==> config.mk <==
export PLATFORM = sky130hd
export DESIGN_NAME = dmem_arbiter
export DESIGN_NICKNAME = d
export VERILOG_FILES = /design/src/rtl/dmem_arbiter.sv
export SDC_FILE = /design/constraint.sdc
export NUM_CORES = 1
export LEC_CHECK = 0
export BUFFER_PORTS_ARGS = -buffer_cell sky130_fd_sc_hd__buf_2
export CAP_MARGIN = 30
export CELL_PAD_IN_SITES_DETAIL_PLACEMENT = 1
export CELL_PAD_IN_SITES_GLOBAL_PLACEMENT = 2
export CORE_ASPECT_RATIO = 1.5
export CORE_UTILIZATION = 13
export CTS_BUF_LIST = sky130_fd_sc_hd__clkbuf_8
export DETAILED_ROUTE_END_ITERATION = 10
export PLACE_DENSITY_LB_ADDON = 0.1
export SYNTH_ARGS = -nofsm -noshare
export SYNTH_HDL_FRONTEND = slang
export SYNTH_SLANG_ARGS = --single-unit
export TNS_END_PERCENT = 10
==> constraint.sdc <==
create_clock -name clk -period 5.25 [get_ports clk]
set_input_delay 1.05 -clock clk [delete_from_list [all_inputs] [get_ports clk]]
set_output_delay 1.05 -clock clk [all_outputs]
set_load 0.05 [all_outputs]
==> src/rtl/dmem_arbiter.sv <==
// dmem_arbiter: two-port (CPU, debug/loader) arbiter in front of one single-port data memory.
// Latency: combinational grant, memory access on the grant edge, rvalid/rdata/err one cycle later.
// Backpressure: the losing requester holds its request (cpu_stall); debug wins after STARVE_MAX contested CPU grants.
// Optional feature macro: DMEM_ARB_STATS_EN adds stat_cpu_cnt, stat_dbg_cnt and stat_conflict_cnt.
module dmem_arbiter #(
   parameter int unsigned DEPTH      = 2048,
   parameter int unsigned STARVE_MAX = 4
) (
   input  logic        clk,
   input  logic        rst_n,
   // CPU port
   input  logic        cpu_req,
   input  logic        cpu_we,
   input  logic [31:0] cpu_addr,
   input  logic [31:0] cpu_wdata,
   output logic        cpu_gnt,
   output logic        cpu_stall,
   output logic        cpu_rvalid,
   output logic [31:0] cpu_rdata,
   output logic        cpu_err,
   // debug / loader port
   input  logic        dbg_req,
   input  logic        dbg_we,
   input  logic [31:0] dbg_addr,
   input  logic [31:0] dbg_wdata,
   output logic        dbg_gnt,
   output logic        dbg_rvalid,
   output logic [31:0] dbg_rdata,
   output logic        dbg_err,
   // memory side
   output logic [31:0] mem_addr,
   output logic [31:0] mem_wdata,
   output logic        mem_we,
   output logic        mem_re,
   input  logic [31:0] mem_rdata
`ifdef DMEM_ARB_STATS_EN
   ,
   output logic [31:0] stat_cpu_cnt,
   output logic [31:0] stat_dbg_cnt,
   output logic [31:0] stat_conflict_cnt
`endif
);

   // Counter wide enough to hold STARVE_MAX itself (at least one bit).
   localparam int unsigned SW = ($clog2(STARVE_MAX + 1) > 0) ? $clog2(STARVE_MAX + 1) : 1;
   localparam logic [SW-1:0] STARVE_LIM = SW'(STARVE_MAX);
   localparam logic [31:0]   DEPTH_W    = 32'(DEPTH);

   // Owner encoding for the response stage.
   localparam logic OWN_CPU = 1'b0;
   localparam logic OWN_DBG = 1'b1;

   logic [SW-1:0] starve_q, starve_d;
   logic          rsp_own_q, rsp_own_d;   // which port owns next cycle's response
   logic          rsp_rd_q,  rsp_rd_d;    // granted access was a read
   logic          rsp_err_q, rsp_err_d;   // granted access was out of range

   logic          contested;
   logic          cpu_win;
   logic          cpu_gnt_c;
   logic          dbg_gnt_c;
   logic          any_gnt;
   logic          sel_we;
   logic [31:0]   sel_addr;
   logic [31:0]   sel_wdata;
   logic          in_range;
   logic          mem_access;

   // Arbitration: CPU has priority unless it has starved debug for STARVE_MAX contested grants.
   // Grants are forced low while reset is asserted so nothing reaches the memory.
   always_comb begin
      contested = cpu_req & dbg_req;
      cpu_win   = cpu_req & ~(dbg_req & (starve_q == STARVE_LIM));
      cpu_gnt_c = rst_n & cpu_win;
      dbg_gnt_c = rst_n & dbg_req & ~cpu_win;
      any_gnt   = cpu_gnt_c | dbg_gnt_c;
   end

   // Route the winning request to the memory; out-of-range accesses are granted but never touch it.
   always_comb begin
      sel_we     = dbg_gnt_c ? dbg_we    : cpu_we;
      sel_addr   = dbg_gnt_c ? dbg_addr  : cpu_addr;
      sel_wdata  = dbg_gnt_c ? dbg_wdata : cpu_wdata;
      in_range   = (sel_addr < DEPTH_W);
      mem_access = any_gnt & in_range;
      mem_we     = mem_access & sel_we;
      mem_re     = mem_access & ~sel_we;
      mem_addr   = mem_access ? sel_addr : 32'd0;
      mem_wdata  = (mem_access & sel_we) ? sel_wdata : 32'd0;
   end

   assign cpu_gnt   = cpu_gnt_c;
   assign dbg_gnt   = dbg_gnt_c;
   assign cpu_stall = cpu_req & ~cpu_gnt_c;

   // Starvation counter: count contested CPU wins, saturate, clear on any debug grant.
   always_comb begin
      starve_d = starve_q;
      if (dbg_gnt_c) begin
         starve_d = '0;
      end else if (cpu_gnt_c & contested & (starve_q != STARVE_LIM)) begin
         starve_d = starve_q + 1'b1;
      end
   end

   // Response stage inputs: capture owner, kind and range status of this cycle's grant.
   always_comb begin
      rsp_own_d = dbg_gnt_c ? OWN_DBG : OWN_CPU;
      rsp_rd_d  = any_gnt & ~sel_we;
      rsp_err_d = any_gnt & ~in_range;
   end

   // State registers; reset drops any in-flight response so nothing surfaces after release.
   always_ff @(posedge clk or negedge rst_n) begin
      if (!rst_n) begin
         starve_q  <= '0;
         rsp_own_q <= OWN_CPU;
         rsp_rd_q  <= 1'b0;
         rsp_err_q <= 1'b0;
      end else begin
         starve_q  <= starve_d;
         rsp_own_q <= rsp_own_d;
         rsp_rd_q  <= rsp_rd_d;
         rsp_err_q <= rsp_err_d;
      end
   end

   // Steer the memory's read data to the owning port; out-of-range reads return zero.
   always_comb begin
      cpu_rvalid = rsp_rd_q & (rsp_own_q == OWN_CPU);
      dbg_rvalid = rsp_rd_q & (rsp_own_q == OWN_DBG);
      cpu_err    = rsp_err_q & (rsp_own_q == OWN_CPU);
      dbg_err    = rsp_err_q & (rsp_own_q == OWN_DBG);
      cpu_rdata  = (cpu_rvalid & ~rsp_err_q) ? mem_rdata : 32'd0;
      dbg_rdata  = (dbg_rvalid & ~rsp_err_q) ? mem_rdata : 32'd0;
   end

`ifdef DMEM_ARB_STATS_EN
   logic [31:0] stat_cpu_q,  stat_cpu_d;
   logic [31:0] stat_dbg_q,  stat_dbg_d;
   logic [31:0] stat_conf_q, stat_conf_d;

   // Free-running statistics, wrapping naturally at 2^32.
   always_comb begin
      stat_cpu_d  = stat_cpu_q  + {31'd0, cpu_gnt_c};
      stat_dbg_d  = stat_dbg_q  + {31'd0, dbg_gnt_c};
      stat_conf_d = stat_conf_q + {31'd0, contested};
   end

   // Statistics registers, cleared by reset.
   always_ff @(posedge clk or negedge rst_n) begin
      if (!rst_n) begin
         stat_cpu_q  <= 32'd0;
         stat_dbg_q  <= 32'd0;
         stat_conf_q <= 32'd0;
      end else begin
         stat_cpu_q  <= stat_cpu_d;
         stat_dbg_q  <= stat_dbg_d;
         stat_conf_q <= stat_conf_d;
      end
   end

   assign stat_cpu_cnt      = stat_cpu_q;
   assign stat_dbg_cnt      = stat_dbg_q;
   assign stat_conflict_cnt = stat_conf_q;
`endif

endmodule
==> summary.log, run 1 <==
qor: floorplanning.top_level_ports 303
qor: global_routing.grt_pass1_wl 14400 um
qor: clocking.cts_tree yes
qor: clocking.cts_inserted_buffers 3
qor: yosys.number_of_flip_flops_and_latches_in_the_synthesized_netlist 6
qor: critical_path.critical-path-max-stage-delay 0.63 ns
qor: place.io_buffers 281
qor: sta.slew_limit_fails 0
qor: yosys.count_of_flip_flops_with_a_built_in_enable_after_synthesis 0
qor: clocking.clk_transition_reported_paths 0.04 ns
qor: critical_path.path_depth 6
qor: critical_path.rr_worst_depth 6
qor: yosys.synth_most_common_cell sky130_fd_sc_hd__and2_1
qor: cells_and_area.layout-area-overhead-vs-synth 78.0%
qor: floorplanning.initial_standard_cell_utilization_of_the_core 13.5%
qor: drt.detailedRoute.firstPassIterationCount 4
qor: min_path.min_delay_path_depth 2
qor: cells_and_area.num_antenna_cells 0
qor: global_routing.number_of_antenna_violations_at_the_first_check_in_global_routing 0
qor: min_path.hp-start starve_q[1]
qor: sta.unrepaired_setup_endpoints_after_global_routing false
qor: yosys.synth_common_cells 67 x sky130_fd_sc_hd__and2_1, 33 x sky130_fd_sc_hd__and4_1, 32 x sky130_fd_sc_hd__mux2_2
qor: critical_path.timing.critical_path.required 4.20 ns
qor: drt.detail-route-antenna-nets 0
qor: critical_path.crit_family simple AND/OR/NAND/NOR gates
qor: power.power.static_leakage 0.00204 uW
qor: clocking.cts_hold_buf 0
qor: power.power-per-cell-area 101 mW/mm^2
qor: sta.worst_slew_pin_slew 1.00 ns
qor: yosys.synth_flop_cell sky130_fd_sc_hd__dfrtp_1
qor: critical_path.cp-start-kind primary input
qor: yosys.synth.lib_cells_used.distinct 31
qor: place.place_congestion 0.698
qor: yosys.synth_top_cells_by_area sky130_fd_sc_hd__and2_1 21%, sky130_fd_sc_hd__mux2_2 18%, sky130_fd_sc_hd__and4_1 15%, sky130_fd_sc_hd__buf_4 9.5%, sky130_fd_sc_hd__dfrtp_1 7.6%
qor: clocking.cts-root-to-sink-buffers 2
qor: clocking.cts_resized 0
qor: min_path.holdCritPathClass reg2reg
qor: yosys.synth-async-reset-ratio 100%
qor: global_routing.global_route.overflow_total 0
qor: critical_path.timing.rr.start starve_q[0]
qor: sta.layout_worst_path_cycle_share 79.8%
qor: critical_path.rr_endpoint rsp_rd_q
qor: critical_path.reg_to_reg_slack_setup 3.05 ns
qor: sta.final.min_clock_period 4.19 ns
qor: clocking.clock-sinks 6
qor: critical_path.timing.critical_path.fanout_max 34
qor: critical_path.critPathCaptureType output port
qor: clocking.post-cts-setup-buffers 0
qor: drt.drc 0
qor: min_path.hold-path-endpoint starve_q[1]
qor: floorplanning.die_h 153 um
qor: yosys.seq_area_frac_synth 7.58%
qor: floorplanning.placeableCoreArea 0.0147 mm^2
qor: drt.drt_iter0_markers 36
qor: critical_path.worstSetupPathType in2out
qor: critical_path.worst_ep_arrival_time 3.14 ns
qor: run_status.status completed
qor: yosys.syn_area_per_cell 7.74 um^2
qor: drt.vias 2935
qor: global_routing.grt_pass1_vias 2888
qor: cells_and_area.drive_above_1_share 62.3%
qor: floorplanning.placement_rows 54
qor: cells_and_area.filler_cell_count 1891
qor: sta.setup_slack 1.06 ns
qor: clocking.worst_skew_pair_latency 0.22 ns
qor: drt.routed_via_density 4.10
qor: global_routing.groute.usage.overall 11.6%
qor: sta.clock_skew 0.00181 ns
qor: yosys.post_synth_inst_count 256
qor: yosys.yosysWarningCount 0
qor: global_routing.grt_start_max_net_pins 46
qor: cells_and_area.finalNetCount 690
qor: sta.max_slew_margin 33.2%
qor: critical_path.chain_of_cells_forming_the_critical_path buf_2, nand2_1, o21ai_0, nand2_1, and4_1, buf_2
qor: clocking.cts.htree.levels 1
qor: place.dpl.hpwl 8550 um
qor: sta.setup_violations 0
qor: clocking.clockRootBuffer sky130_fd_sc_hd__clkbuf_8
qor: place.preCtsSetupSlack 1.04 ns
qor: sta.report.final.hold_viol_count 0
qor: job.maxCapViolations 0
qor: yosys.syn_area 0.00198 mm^2
qor: floorplanning.die_area 0.0158 mm^2
qor: power.vdd.ir_drop.worst 43.0 uV
qor: sta.fmax 0.239 GHz
qor: critical_path.worstPathBufferInverterCount 2
qor: drt.routed_wirelength 10100 um
qor: yosys.synth.top_cell.area_share 21.1%
qor: yosys.yosys.area.top_type sky130_fd_sc_hd__and2_1
qor: floorplanning.die_x 103 um
qor: critical_path.critical-path-slowest-cell sky130_fd_sc_hd__nand2_1
qor: sta.fin_tns_setup 0 ns
qor: drt.wl_per_cell 14.0 um
routing by layer:
layer | GRT usage (%) | wire [um]
met3 | 3.11 | 1290
met5 | 0 | 0
met2 | 23.7 | 5300
met4 | 2.41 | 83
met1 | 10.9 | 3390
cell families (layout without fill, tap and decap cells):
logic type | count (synthesis) | after routing | share of synthesized area (%)
compound gates | 16 | 16 | 6.38
fa+ha+maj | 2 | 2 | 1.26
buf+inv | 45 | 289 | 13.4
flops | 6 | 6 | 7.58
mux | 43 | 43 | 23.7
other cells | 1 | 21 | 0.189
simple gates | 143 | 143 | 47.5
registers in the layout, summed over array words and instances (netlist names):
name	cells
rsp_rd_q	1
rsp_own_q	1
rsp_err_q	1
starve_q	3
cell usage in the layout (no fill, tap or decap), types with 2 or more instances in the layout:
master,instances
sky130_fd_sc_hd__conb_1,21
sky130_fd_sc_hd__mux2_2,32
sky130_fd_sc_hd__buf_4,3
sky130_fd_sc_hd__inv_1,2
sky130_fd_sc_hd__nand3_1,4
sky130_fd_sc_hd__ha_1,2
sky130_fd_sc_hd__clkbuf_8,3
sky130_fd_sc_hd__nand2_1,3
sky130_fd_sc_hd__and4_1,33
sky130_fd_sc_hd__nor4_1,8
sky130_fd_sc_hd__and2_1,67
sky130_fd_sc_hd__nor2b_1,3
sky130_fd_sc_hd__o211ai_1,2
sky130_fd_sc_hd__mux2i_1,11
sky130_fd_sc_hd__o21ai_0,6
sky130_fd_sc_hd__nand4_1,3
sky130_fd_sc_hd__nor3_1,13
sky130_fd_sc_hd__dfrtp_1,6
sky130_fd_sc_hd__buf_2,281
sky130_fd_sc_hd__nor2_1,4
layout make-up:
class	count	area [um^2]	share of cell area, %
multi-input combinational	225	1650	46.9
timing repair buffer	284	1430	40.5
tap	196	245	6.95
sequential	6	150	4.26
clock buffer	3	41.3	1.17
inverter	2	7.51	0.213
through the flow:
| stage | hold WS, ns | instances | instance area (um^2) | utilization (%) | total power [uW] |
|---|---|---|---|---|---|
| 2_1_floorplan | 0.537 | 276 | 2060 | - | 211 |
| 3_3_place_gp | 0.579 | 713 | 3490 | 23.7 | 290 |
| 3_5_place_dp | 0.578 | 713 | 3490 | 23.7 | 291 |
| 4_1_cts | 0.584 | 716 | 3530 | 23.9 | 361 |
| 5_1_grt | 0.609 | 716 | 3530 | 23.9 | 380 |
| 6_report | 0.576 | 716 | 3530 | 23.9 | 357 |
power breakdown:
group / internal, uW / leakage, uW / switching, uW
combinational: 87.4 / 0.00194 / 145
sequential: 51.4 / 0.0000786 / 4.08
clock: 49.2 / 0.0000216 / 19.0
tightest hold or removal path: stages (launching register included):
cell,delay (ns)
sky130_fd_sc_hd__dfrtp_1,0.37
sky130_fd_sc_hd__inv_1,0.07
sky130_fd_sc_hd__o21ai_0,0.08
worst max path at each step:
stage	start	slack, ns	end
floorplan	cpu_req	0.88	mem_addr[10]
global placement	dbg_addr[31]	1.11	mem_wdata[23]
detailed placement	rst_n	1.04	mem_wdata[23]
CTS	rst_n	1.05	mem_wdata[23]
global route	rst_n	0.82	mem_wdata[23]
finish	rst_n	1.06	mem_wdata[23]
No activity file was read; power rests on OpenSTA's default activity.
==> run 2: changes to the inputs <==
Settings changed: CORE_UTILIZATION 13 to 11.
Clock period 5.25 ns to 3.7 ns, I/O delays scaled along.
==> summary.log, run 2 (synthesis results as in run 1) <==
qor: sta.final.min_clock_period 3.39 ns
qor: job.maxCapViolations 0
qor: floorplanning.die_h 166 um
qor: critical_path.timing.rr.start starve_q[0]
qor: global_routing.global_route.overflow_total 0
qor: global_routing.groute.usage.overall 10.9%
qor: critical_path.timing.critical_path.fanout_max 27
qor: floorplanning.top_level_ports 303
qor: clocking.worst_skew_pair_latency 0.22 ns
qor: min_path.holdCritPathClass in2async
qor: sta.max_slew_margin 42.9%
qor: critical_path.cp_common_cell sky130_fd_sc_hd__buf_2
qor: clocking.cts_inserted_buffers 3
qor: drt.drc 25
qor: sta.setup_slack 0.312 ns
qor: sta.unrepaired_setup_endpoints_after_global_routing false
qor: critical_path.worstSetupPathType in2out
qor: critical_path.critical-path-slowest-cell sky130_fd_sc_hd__a222oi_1
qor: clocking.post-cts-setup-buffers 0
qor: global_routing.grt_pass1_vias 3127
qor: critical_path.critPathCaptureType output port
qor: critical_path.reg_to_reg_slack_setup 1.57 ns
qor: place.place_congestion 0.714
qor: critical_path.worst_ep_arrival_time 2.65 ns
qor: floorplanning.initial_standard_cell_utilization_of_the_core 11.3%
qor: floorplanning.die_x 112 um
qor: cells_and_area.largest_register_ff_count 3
qor: critical_path.chain_of_cells_forming_the_critical_path buf_2, a21boi_4, o211ai_2, a222oi_1, buf_4, and4_1, buf_2
qor: clocking.cts_tree yes
qor: run_status.failing_checks DRC
qor: clocking.cts.htree.levels 1
qor: sta.slew_limit_fails 0
qor: cells_and_area.max_flop_register starve_q
qor: floorplanning.placeableCoreArea 0.0175 mm^2
qor: global_routing.grt_start_max_net_pins 37
qor: sta.layout_worst_path_cycle_share 91.6%
qor: clocking.clk_transition_reported_paths 0.04 ns
qor: drt.vias 2936
qor: cells_and_area.layoutNonFillerInstCount 739
qor: cells_and_area.drive_above_1_share 62.9%
qor: cells_and_area.most-common-layout-cells 281 x sky130_fd_sc_hd__buf_2, 67 x sky130_fd_sc_hd__and2_1, 33 x sky130_fd_sc_hd__and4_1
qor: critical_path.critical-path-max-stage-delay 0.42 ns
qor: cells_and_area.finalInstanceArea 0.00361 mm^2
qor: drt.detail-route-antenna-nets 0
qor: critical_path.cp-start-kind primary input
qor: cells_and_area.layout-area-overhead-vs-synth 82.2%
qor: power.power-per-cell-area 142 mW/mm^2
qor: critical_path.timing.critical_path.required 2.96 ns
qor: power.power.static_leakage 0.00208 uW
qor: drt.detailedRoute.firstPassIterationCount 7
qor: clocking.cts-root-to-sink-buffers 2
qor: sta.report.final.hold_viol_count 0
qor: global_routing.number_of_antenna_violations_at_the_first_check_in_global_routing 1
qor: cells_and_area.most_common_cell_after_layout_fill_and_taps_aside sky130_fd_sc_hd__buf_2
qor: cells_and_area.num_antenna_cells 0
qor: clocking.clockRootBuffer sky130_fd_sc_hd__clkbuf_8
qor: floorplanning.placement_rows 59
qor: drt.drt_iter0_markers 84
qor: power.vdd.ir_drop.worst 61.9 uV
qor: sta.clock_skew 0.00511 ns
qor: place.dpl.hpwl 9240 um
qor: cells_and_area.filler_cell_count 2202
qor: place.placedCellCount 736
qor: drt.wl_per_cell 14.4 um
qor: cells_and_area.finalNetCount 696
qor: clocking.clock-sinks 6
qor: drt.routed_wirelength 10600 um
qor: place.dpl_cell_area 0.00357 mm^2
qor: clocking.cts_hold_buf 0
qor: place.preCtsSetupSlack 0.262 ns
qor: drt.routed_via_density 3.97
qor: floorplanning.die_area 0.0186 mm^2
qor: sta.worst_slew_pin_slew 0.857 ns
qor: critical_path.rr_worst_depth 7
qor: run_status.status complete, but fails checks
qor: critical_path.rr_endpoint rsp_err_q
qor: global_routing.grt_pass1_wl 16100 um
qor: place.io_buffers 281
qor: clocking.cts_resized 0
qor: sta.setup_violations 0
qor: sta.fmax 0.295 GHz
-- run 2: how the worst max path moves through the flow --
stage	slack (ns)	startpoint	endpoint
after floorplan	-0.05	cpu_req	mem_addr[2]
after global placement	0.31	dbg_addr[31]	mem_wdata[17]
after detailed placement	0.26	dbg_addr[31]	mem_wdata[30]
after CTS	0.26	dbg_addr[31]	mem_wdata[30]
after global routing	0.12	starve_q[1]	mem_wdata[0]
final	0.31	cpu_req	mem_wdata[30]
-- run 2: power breakdown --
group / internal (uW) / switching (uW) / total [uW]
sequential: 73.0 / 6.12 / 79.1
clock: 69.9 / 28.6 / 98.5
combinational: 129 / 208 / 337
-- run 2: cell type report --
| class | instances | area [um^2] | share of cell area, % |
|---|---|---|---|
| Multi-Input combinational cell | 225 | 1660 | 45.9 |
| Timing Repair Buffer | 290 | 1490 | 41.2 |
| Tap cell | 213 | 267 | 7.38 |
| Sequential cell | 6 | 150 | 4.16 |
| Clock buffer | 3 | 41.3 | 1.14 |
| Inverter | 2 | 7.51 | 0.208 |
-- run 2: stage by stage --
| stage | hold WS, ns | setup TNS [ns] | utilization (%) | power, uW |
|---|---|---|---|---|
| detailed placement | 0.587 | 0 | 20.4 | 422 |
| finish | 0.445 | 0 | 20.6 | 514 |
| floorplan | 0.444 | -0.416 | - | 300 |
| global placement | 0.564 | 0 | 20.4 | 420 |
| CTS | 0.446 | 0 | 20.6 | 524 |
| global route | 0.469 | 0 | 20.6 | 552 |
-- run 2: per-layer routing --
layer,track usage (%),wire [um],up-vias
li1,-,-,1421
met1,10.1,3400,1300
met2,22.9,5940,207
met3,3.07,1200,6
met4,2.12,70,2
met5,0,13,-
-- run 2: worst max-delay path, delay by kind of cell --
kind | cells | cell delay (ns)
buffers and inverters | 3 | 0.74
AND/OR/NAND/NOR | 1 | 0.23
AO/OA/AOI/OAI | 3 | 0.91
==> run 3: changes to the inputs <==
Settings changed: CORE_UTILIZATION 11 to 13, SLEW_MARGIN set to 10.
Clock period 3.7 ns to 4.3 ns, I/O delays scaled along.
==> summary.log, run 3 (synthesis results as in run 1) <==
qor: clocking.cts_hold_buf 0
qor: sta.whs 0.486 ns
qor: drt.detail-route-antenna-nets 0
qor: run_status.status completed
qor: critical_path.setup.worst_path.start rst_n
qor: floorplanning.die_h 153 um
qor: critical_path.path_depth 7
qor: critical_path.worst_ep_arrival_time 2.97 ns
qor: clocking.cts_tree yes
qor: cells_and_area.regArea 150 um^2
qor: critical_path.rr_worst_depth 6
qor: critical_path.critical-path-slowest-cell sky130_fd_sc_hd__a222oi_1
qor: floorplanning.placeableCoreArea 0.0147 mm^2
qor: critical_path.critPathCaptureType output port
qor: critical_path.worstSetupPathType in2out
qor: floorplanning.top_level_ports 303
qor: floorplanning.placement_rows 54
qor: sta.clock_skew 0.00205 ns
qor: sta.setup_violations 0
qor: clocking.cts_resized 0
qor: power.power-per-cell-area 124 mW/mm^2
qor: critical_path.rr_endpoint rsp_err_q
qor: sta.report.final.hold_viol_count 0
qor: cells_and_area.finalNetCount 692
qor: critical_path.critical_path.endpoint mem_wdata[19]
qor: cells_and_area.largest_register_ff_count 3
qor: clocking.cts.htree.levels 1
qor: critical_path.timing.critical_path.fanout_max 34
qor: drt.wl_per_cell 14.1 um
qor: critical_path.cp_common_cell sky130_fd_sc_hd__buf_2
qor: global_routing.global_route.overflow_total 0
qor: place.io_buffers 281
qor: place.place_congestion 0.661
qor: cells_and_area.drive_above_1_share 62.5%
qor: clocking.clk_transition_reported_paths 0.04 ns
qor: job.maxCapViolations 0
qor: critical_path.timing.critical_path.required 3.44 ns
qor: cells_and_area.most_common_cell_after_layout_fill_and_taps_aside sky130_fd_sc_hd__buf_2
qor: power.power.static_leakage 0.00205 uW
qor: cells_and_area.area_occupied_by_multi_input_gates 0.00165 mm^2
qor: critical_path.timing.rr.start starve_q[0]
qor: critical_path.critical-path-max-stage-delay 0.45 ns
qor: global_routing.grt_pass1_vias 3051
qor: cells_and_area.layout-area-overhead-vs-synth 79.4%
qor: critical_path.cp-start-kind primary input
qor: cells_and_area.num_antenna_cells 0
qor: cells_and_area.filler_cell_count 1908
qor: sta.layout_worst_path_cycle_share 89.1%
qor: drt.routed_via_density 4.10
qor: cells_and_area.finalInstanceArea 0.00355 mm^2
qor: power.vdd.ir_drop.worst 42.6 uV
qor: clocking.clockRootBuffer sky130_fd_sc_hd__clkbuf_8
qor: sta.slew_limit_fails 0
qor: drt.drc 0
qor: clocking.clock-sinks 6
qor: sta.fmax 0.261 GHz
qor: critical_path.crit_family buffers and inverters
qor: drt.detailedRoute.firstPassIterationCount 5
qor: sta.unrepaired_setup_endpoints_after_global_routing false
qor: floorplanning.die_x 103 um
qor: place.dpl.hpwl 8580 um
qor: clocking.cts_inserted_buffers 3
qor: drt.drt_iter0_markers 42
qor: sta.worst_slew_pin_slew 0.847 ns
qor: cells_and_area.max_flop_register starve_q
qor: global_routing.grt_pass1_wl 15200 um
qor: sta.final.min_clock_period 3.83 ns
qor: floorplanning.die_area 0.0158 mm^2
qor: drt.routed_wirelength 10200 um
qor: global_routing.groute.usage.overall 12.0%
qor: clocking.post-cts-setup-buffers 0
qor: clocking.cts-root-to-sink-buffers 2
qor: min_path.holdCritPathClass in2async
qor: place.dpl_cell_area 0.00351 mm^2
qor: drt.vias 2944
qor: global_routing.number_of_antenna_violations_at_the_first_check_in_global_routing 0
qor: floorplanning.initial_standard_cell_utilization_of_the_core 13.5%
qor: sta.fin_tns_setup 0 ns
qor: critical_path.worstPathBufferInverterCount 3
qor: clocking.worst_skew_pair_latency 0.22 ns
qor: critical_path.chain_of_cells_forming_the_critical_path buf_2, and2_1, nand4_1, a222oi_1, buf_4, and4_1, buf_2
qor: cells_and_area.most-common-layout-cells 281 x sky130_fd_sc_hd__buf_2, 67 x sky130_fd_sc_hd__and2_1, 33 x sky130_fd_sc_hd__and4_1
qor: sta.max_slew_margin 43.6%
qor: critical_path.reg_to_reg_slack_setup 2.46 ns
qor: global_routing.grt_start_max_net_pins 46
qor: cells_and_area.final_core_utilization 24.1%
run 3: cell types whose count changed in the layout (fill, tap and decap cells not counted):
cell / before / now
sky130_fd_sc_hd__buf_4: 8 / 4
sky130_fd_sc_hd__nor3_2: 1 / 0
sky130_fd_sc_hd__nor3_1: 12 / 13
run 3: routing by layer:
metal | global-route usage (%) | vias up | wire, um
met5 | 0 | - | 0
met4 | 1.81 | 0 | 51
met3 | 3.43 | 4 | 1310
met2 | 24.5 | 206 | 5370
met1 | 11.5 | 1312 | 3420
li1 | - | 1422 | -
run 3: final cells by class:
type	count	area share, %
clock buffers	3	1.16
inverters	2	0.211
multi-input cells	225	46.5
flip-flops and latches	6	4.22
well taps	196	6.90
repair buffers	286	41.0
run 3: stage by stage:
step / instances / total power, uW / worst slack, ns
detailed placement: 715 / 361 / 0.396
global route: 718 / 475 / 0.245
floorplan: 276 / 258 / 0.308
global placement: 715 / 357 / 0.435
finish: 718 / 442 / 0.469
CTS: 718 / 449 / 0.382
run 3: worst register-to-register path, cell delays in order (launching register included):
cell                       delay [ns]
sky130_fd_sc_hd__dfrtp_1         0.35
sky130_fd_sc_hd__inv_1           0.07
sky130_fd_sc_hd__ha_1            0.27
sky130_fd_sc_hd__a21boi_4        0.31
sky130_fd_sc_hd__o211ai_2        0.14
sky130_fd_sc_hd__a222oi_1        0.46
sky130_fd_sc_hd__nor2_1          0.10
run 3: worst min-delay path by stage:
stage / from / endpoint / depth (start not counted)
after floorplan: starve_q[1] / starve_q[1] / 2
after global placement: starve_q[1] / starve_q[1] / 2
after detailed placement: starve_q[1] / starve_q[1] / 2
after CTS: rst_n / starve_q[2] / 1
after global routing: rst_n / starve_q[2] / 1
final: rst_n / starve_q[2] / 1
run 3: power by group:
group          switching (uW)  total, uW  internal [uW]  leakage [uW]
Combinational             178        288            109       0.00195
Sequential               5.88       68.7           62.8     0.0000786
Clock                    24.9       85.2           60.2     0.0000216
Total                     209        442            233       0.00205
